## src/rtl/alu_seq.sv

```systemverilog
// -----------------------------------------------------------------------------
// alu_seq -- control-side sequencer for the 8-bit 74-series ALU netlist.
//
// Owns the A/B operand registers. Turns one start/op command into the
// multi-cycle strobe sequence the ALU needs: ADD, SUB, or an N-step shift
// right through the ALU shift flag (9-bit rotate of {flagShift, areg}).
// Results are captured from the shared data bus.
//
// Ports:
//   clk, reset        clock, asynchronous active-high reset
//   start, op, count  command strobe (IDLE only), opcode, shift steps minus 1
//   a_in, b_in        operands latched on an accepted start
//   busy, done        not-IDLE indicator, one-cycle completion pulse
//   result            last captured result (held until the next FIN)
//   carry, zero       copies of the ALU flagCarry / aIsZero
//   areg, breg        ALU operand inputs
//   doSubtract        ALU subtract select
//   assertBarE/S      active-low ALU-output / shifter bus enables
//   triggerC/S        carry-flag / shift-flag capture clocks
//   dbus              shared data bus
//   flagCarry, flagShift, aIsZero   ALU status inputs
//
// Optional feature macro: ALU_SEQ_TRACE_EN (simulation-only trace and
// start-time enable check; no effect on function or timing).
// -----------------------------------------------------------------------------
module alu_seq (
    input  logic       clk,
    input  logic       reset,
    input  logic       start,
    input  logic [1:0] op,
    input  logic [2:0] count,
    input  logic [7:0] a_in,
    input  logic [7:0] b_in,
    output logic       busy,
    output logic       done,
    output logic [7:0] result,
    output logic       carry,
    output logic       zero,
    output logic [7:0] areg,
    output logic [7:0] breg,
    output logic       doSubtract,
    output logic       assertBarE,
    output logic       assertBarS,
    output logic       triggerC,
    output logic       triggerS,
    input  logic [7:0] dbus,
    input  logic       flagCarry,
    input  logic       flagShift,
    input  logic       aIsZero
);

    typedef enum logic [2:0] {
        IDLE  = 3'd0,
        E_DRV = 3'd1,
        E_TRG = 3'd2,
        S_DRV = 3'd3,
        S_TRG = 3'd4,
        S_WB  = 3'd5,
        FIN   = 3'd6
    } state_t;

    state_t     state_q, state_d;
    logic [7:0] areg_q, areg_d;
    logic [7:0] breg_q, breg_d;
    logic [7:0] result_q, result_d;
    logic [7:0] hold_q, hold_d;
    logic [2:0] step_q, step_d;
    logic       busy_q, busy_d;
    logic       done_q, done_d;
    logic       dosub_q, dosub_d;
    logic       bar_e_q, bar_e_d;
    logic       bar_s_q, bar_s_d;
    logic       trg_c_q, trg_c_d;
    logic       trg_s_q, trg_s_d;

    always_comb begin
        state_d  = state_q;
        areg_d   = areg_q;
        breg_d   = breg_q;
        result_d = result_q;
        hold_d   = hold_q;
        step_d   = step_q;
        dosub_d  = dosub_q;
        bar_e_d  = bar_e_q;
        bar_s_d  = bar_s_q;
        trg_c_d  = trg_c_q;
        trg_s_d  = trg_s_q;

        case (state_q)
            IDLE: begin
                if (start) begin
                    areg_d  = a_in;
                    breg_d  = b_in;
                    dosub_d = (op == 2'b01);
                    if (!op[1]) begin
                        bar_e_d = 1'b0;
                        state_d = E_DRV;
                    end else begin
                        // op 11 is reserved and runs as a shift
                        step_d  = count;
                        bar_s_d = 1'b0;
                        state_d = S_DRV;
                    end
                end
            end
            E_DRV: begin
                result_d = dbus;
                trg_c_d  = 1'b1;
                bar_e_d  = 1'b1;
                state_d  = E_TRG;
            end
            E_TRG: begin
                trg_c_d = 1'b0;
                state_d = FIN;
            end
            S_DRV: begin
                // areg is still the old value, so the shift flag captures
                // the bit being shifted out.
                hold_d  = dbus;
                bar_s_d = 1'b1;
                trg_s_d = 1'b1;
                state_d = S_TRG;
            end
            S_TRG: begin
                trg_s_d = 1'b0;
                state_d = S_WB;
            end
            S_WB: begin
                areg_d = hold_q;
                if (step_q != 3'd0) begin
                    step_d  = step_q - 3'd1;
                    bar_s_d = 1'b0;
                    state_d = S_DRV;
                end else begin
                    result_d = hold_q;
                    state_d  = FIN;
                end
            end
            FIN: begin
                dosub_d = 1'b0;
                state_d = IDLE;
            end
            default: state_d = IDLE;
        endcase

        // Status flags are registered from the next state so they line up
        // with the state they describe.
        busy_d = (state_d != IDLE);
        done_d = (state_d == FIN);
    end

    always_ff @(posedge clk or posedge reset) begin
        if (reset) begin
            state_q  <= IDLE;
            areg_q   <= 8'h00;
            breg_q   <= 8'h00;
            result_q <= 8'h00;
            hold_q   <= 8'h00;
            step_q   <= 3'd0;
            busy_q   <= 1'b0;
            done_q   <= 1'b0;
            dosub_q  <= 1'b0;
            bar_e_q  <= 1'b1;
            bar_s_q  <= 1'b1;
            trg_c_q  <= 1'b0;
            trg_s_q  <= 1'b0;
        end else begin
            state_q  <= state_d;
            areg_q   <= areg_d;
            breg_q   <= breg_d;
            result_q <= result_d;
            hold_q   <= hold_d;
            step_q   <= step_d;
            busy_q   <= busy_d;
            done_q   <= done_d;
            dosub_q  <= dosub_d;
            bar_e_q  <= bar_e_d;
            bar_s_q  <= bar_s_d;
            trg_c_q  <= trg_c_d;
            trg_s_q  <= trg_s_d;
        end
    end

    assign busy       = busy_q;
    assign done       = done_q;
    assign result     = result_q;
    assign carry      = flagCarry;
    assign zero       = aIsZero;
    assign areg       = areg_q;
    assign breg       = breg_q;
    assign doSubtract = dosub_q;
    assign assertBarE = bar_e_q;
    assign assertBarS = bar_s_q;
    assign triggerC   = trg_c_q;
    assign triggerS   = trg_s_q;

`ifdef ALU_SEQ_TRACE_EN
`ifndef SYNTHESIS
    // Operands as latched at start; areg itself is rewritten by shifts.
    logic [1:0] tr_op_q;
    logic [7:0] tr_a_q;
    logic [7:0] tr_b_q;

    always_ff @(posedge clk or posedge reset) begin
        if (reset) begin
            tr_op_q <= 2'b00;
            tr_a_q  <= 8'h00;
            tr_b_q  <= 8'h00;
        end else if (state_q == IDLE && start) begin
            tr_op_q <= op;
            tr_a_q  <= a_in;
            tr_b_q  <= b_in;
            if (!(bar_e_q && bar_s_q))
                $display("%0t alu_seq error: bus enable active at start", $time);
        end
    end

    always_ff @(posedge clk) begin
        if (!reset && state_q == FIN)
            $display("%0t alu_seq: op=%0d a=%02h b=%02h result=%02h carry=%0b flagShift=%0b",
                     $time, tr_op_q, tr_a_q, tr_b_q, result_q, flagCarry, flagShift);
    end
`endif
`endif

endmodule

```

## config.mk

```make
export PLATFORM = sky130hd
export DESIGN_NAME = alu_seq
export DESIGN_NICKNAME = d
export VERILOG_FILES = /design/src/rtl/alu_seq.sv
export SDC_FILE = /design/constraint.sdc
export NUM_CORES = 1
export LEC_CHECK = 0
export ABC_AREA = 1
export BUFFER_PORTS_ARGS = -buffer_cell sky130_fd_sc_hd__buf_2
export CAP_MARGIN = 20
export CORE_ASPECT_RATIO = 1.75
export CORE_MARGIN = 1.5
export CORE_UTILIZATION = 54
export DETAILED_ROUTE_END_ITERATION = 16
export PLACE_DENSITY = 0.84
export REMOVE_ABC_BUFFERS = 1
export SLEW_MARGIN = 20
export SYNTH_ARGS = -nofsm -noshare
export SYNTH_HDL_FRONTEND = slang
export SYNTH_SLANG_ARGS = --single-unit
```

## constraint.sdc

```tcl
create_clock -name clk -period 2.54 [get_ports clk]
set_input_delay 0.254 -clock clk [delete_from_list [all_inputs] [get_ports clk]]
set_output_delay 0.254 -clock clk [all_outputs]
set_load 0.02 [all_outputs]
```

# Word-level counts from Yosys, hierarchy flattened
# Cells that the tools add are included.
# totals
regBits,45
inputBits,35
out_inout_bits,33
# op_classes
addsub,1
eq_ne,13
muxes,23
n_reduce_logical,17
# op_table
cell,count
$pmux W8 S2,2
$pmux W3 S6,1
$mux W8,2
$mux W3,5
$eq A3 B3 Y1 const B,4
$reduce_bool A2 Y1,6
$ne A2 B2 Y1 const B,5
$reduce_bool A3 Y1,3
$pmux W1 S2,4
$reduce_and A2 Y1,4
$reduce_and A4 Y1,2
$eq A3 B2 Y1 const B,2
$mux W1,6
$pmux W3 S2,1
$eq A3 B1 Y1 const B,1
$logic_not A3 Y1,1
$pmux W1 S3,1
$reduce_and A3 Y1,1
$sub A3 B1 Y3 const B,1
$eq A2 B1 Y1 const B,1
$mux W2,1

# Longest topological paths before layout
# logic_depth
depth_word,4
mapped_depth,9
mapped_depth_nobuf,9

# Worst setup path before layout
# No wires, ideal clock.
# synth_timing
kind,register to register
from,register step_q[0]
to,"register result_q[0], in the netlist result[0]"
setup_time_ns,0.117
t_arrival_ns,1.146
slack_ns,1.277
stages_incl_launch_ff,10
n_path_buf,0
period_less_slack_ns,1.263
path_cell_list,dfrtp_1 inv_1 ha_1 inv_1 nor2_1 nand3_4 nand2_4 inv_4 nand2_1 nand2_1
# synth_between
elab_chain_cells,3
# synth_lines
element,line,rtl
from (decl),67,"logic [2:0] step_q, step_d;"
from (signal assigned),173,step_q <= step_d;
$reduce_bool A3 Y1,130,if (step_q != 3'd0) begin
$ne A2 B2 Y1 (no source line),-,
$reduce_and A2 Y1 (no source line),-,
to (signal assigned),171,result_q <= result_d;
to (decl),65,"logic [7:0] result_q, result_d;"
# Every way passes these cells.
# A chain may end at the register's enable or synchronous reset.

# Worst setup path after layout
# layout_timing
from,register state_q[2]
to,register step_q[1]
# layout_between
elab_chain_cells,3
# layout_lines
element,line,rtl
from (decl),62,"state_t state_q, state_d;"
from (signal assigned),168,state_q <= state_d;
$eq A3 B3 Y1 or $logic_not A3 Y1 (tied branches),89,case (state_q)
$ne A2 B2 Y1 (no source line) or $reduce_bool A2 Y1 (tied branches),-,
$reduce_and A4 Y1 (no source line),-,
# Several ways; a longest one is shown, not always the timed one.

==> results.cfg <==
[synth]
synth.distinct_cells = 22
synth_seq_cells = 45
synthesis.instances = 248
syn_area_per_cell_um2 = 8.52
synth-seq-area-share_pct = 53.4
synth_warn = 0
mappedNetlistArea_um2 = 2110

[worst_setup_path]
timing.critical_path.slowest_cell_delay_ps = 560
crit_fanout = 12
worstSetupStartpointType = register
path_cells = nor2_4, nand3_2, nand2_1, nand3_1, nand2_1, nand2_1
timing_worst_setup_path_type = register to register
crit_top_cell = nand2_1
critical_path.slowest_cell = dfrtp_1
data_required_critical_path_ps = 2730
worst_ep_arrival_time_ps = 1920
worst-r2r-setup-slack_ps = 810
critPathCaptureType = register

[timing]
worst_slew_pin_slew_ps = 919
layout_min_cycle_time_ps = 1730
final.setup.tns_ps = 0
max_slew_margin_pct = 38.6
post-route-period-util_pct = 68.1
finalWorstSetupSlack_ps = 811
final-max-slew-violation-count = 0
setup_violations = 0
unrepaired_setup_endpoints_after_global_routing = false
hold_viol_final = 0
skew_ps = 10.6
max_freq_mhz = 578

[placed_design]
routabilityCongestion = 0.808
place.detailed.instances = 348
place_ws_ps = 842
buffer_ports.inserted = 62
dp_hpwl_mm = 3.09

[power_and_ir_drop]
intPower_w = 0.00189
post-layout-total-power_w = 0.00336
p_sw_share_pct = 43.7
pwr_density_cell_nw_per_um2 = 1330
ir_worst_vdd_mv = 0.852
net-switching-power_w = 0.00147
leakage_dissipation_nw = 1.43
relative_contribution_of_the_clock_network_to_total_power_pct = 16.7
share_seq_of_total_power_pct = 38.4
power_frac_comb_pct = 44.9

[die]
standard_cell_core_area_um2 = 3700
die_x_um = 50.3
pin_count = 68
initial_core_util_pct = 57.1
fp-row-count = 29
die_h_um = 85.7
design.die.area_um2 = 4310

[clocking]
ctsHtreeMaxLevel = 2
clock_path_buffers = 2
cts.clk_slew.worst_paths_ps = 90
cts_inserted_buffers = 5
clock_insertion_delay_worst_skew_ps = 300
tritoncts = done
post_cts.resized_instances = 0
holdBufCountCts = 0
post_cts_setup_driven_buffer_insertion_count = 0
cts_root_buf = clkbuf_8
cts.sinks = 45

[grt]
globalRouteTotalUtil_pct = 23.2
grt_overflow_total = 0
grt_first_pass_wirelength_mm = 7.63
grt_antenna_before_repair = 0
grt_max_degree = 46
first_global_vias = 1713

[drt]
route.antenna.remaining_nets = 0
drt_drc_violations_left = 0
dr.first_iter.drc_count = 28
first_pass_iters = 4
avgViaCountPerCell = 4.91
post_drt_wl_per_cell_um = 12.5
wirelength_routed_mm = 4.46
num_vias = 1747

[final_layout]
final_cell_count_no_fill = 356
area_delta_synth_final_pct = 19.7
final_cell_mix = nand2_1 (100), buf_2 (62), dfrtp_1 (43), nand3_1 (28), inv_1 (20)
antenna-diode-count = 0
final_common_cell = nand2_1
num-nets-final = 346
fill_cells = 321
final_layout_size_suffix_gt1_share_pct = 31.0

[worst_hold_path]
hold_path.class = input port to asynchronous set/reset pin

[job]
max_cap_viol_count = 0

[status]
run_status = finished clean
worst paths after layout:
| path | startpoint | end | cells past startpoint |
|---|---|---|---|
| setup / recovery | state_q[2] | step_q[1] | 6 |
| hold / removal | reset | result[3] | 2 |
| setup reg to reg | state_q[2] | step_q[1] | 6 |
| hold reg to reg | assertBarS | assertBarS | 2 |
| max in group asynchronous | reset | areg[5] | 2 |
| min in group clk | b_in[7] | breg[7] | 3 |
cell families after synthesis:
group	count (synthesis)	share of synthesized area, %
compound gates	20	6.16
fa+ha+maj	2	1.18
buf+inv	36	8.41
flops	45	53.4
simple gates	145	30.8
metal layers:
metal  vias to the layer above  global-route usage [%]  routed length (um)
li1                        890                       -                   -
met1                       806                    26.4                1800
met2                        45                    42.3                2410
met3                         6                    4.18                 183
met4                         0                    8.33                  70
met5                         -                       0                   0
cell type report:
cell class	count	area, um2	share of cell area [%]
clock buffer	7	86.3	3.41
clock inverter	1	30.0	1.19
inverter	28	110	4.35
multi-input combinational	167	806	31.9
sequential	45	1130	44.6
tap	46	57.6	2.28
timing repair buffer	62	310	12.3
registers in the layout, indices dropped and copies added (netlist names):
signal and flops:
doSubtract 1, busy 1, triggerS 1, state_q 3, hold_q 8, assertBarS 1, breg 8, done 1
assertBarE 1, result 8, triggerC 1, step_q 3, areg 8
synthesized netlist by cell type:
library cell	count	share of area (%)
inv_2	5	0.89
nor2_4	2	1.1
nand2_1	100	18
nor3_1	1	0.24
nand2_4	1	0.53
dfstp_2	2	2.5
dfrtp_1	43	51
nand3_2	1	0.47
ha_1	2	1.2
inv_4	2	0.59
buf_6	2	1.1
o21ai_0	12	2.8
nand3_1	28	6.6
and2_1	1	0.30
nand3b_1	1	0.36
buf_4	6	2.1
nor2_1	5	0.89
nand2_2	1	0.30
o21ai_2	8	3.3
nor2_2	2	0.59
inv_1	21	3.7
nand3_4	2	1.7
stage by stage:
step	util, %	cell area (um2)	hold WS, ps
after floorplan	-	2040	364
after global placement	65.2	2410	449
after detailed placement	65.2	2410	451
after CTS	68.3	2530	139
after global routing	68.3	2530	151
final	68.3	2530	146
power groups by stage:
| stage | sequential [W] | clock [W] | combinational, W |
|---|---|---|---|
| after global placement | 0.00129 | 0 | 0.00148 |
| after floorplan | 0.00156 | 0 | 0.000793 |
| after global routing | 0.00133 | 0.000594 | 0.00170 |
| after CTS | 0.00129 | 0.000570 | 0.00153 |
| after detailed placement | 0.00129 | 0 | 0.00152 |
| final | 0.00129 | 0.000560 | 0.00151 |
worst max-delay path: cells and delay by family (launching register included):
kind / cells / cell delay, ps
AND/OR/NAND/NOR: 6 / 1060
flip-flops: 1 / 560
Note: power is estimated with default switching activity, not from simulation.
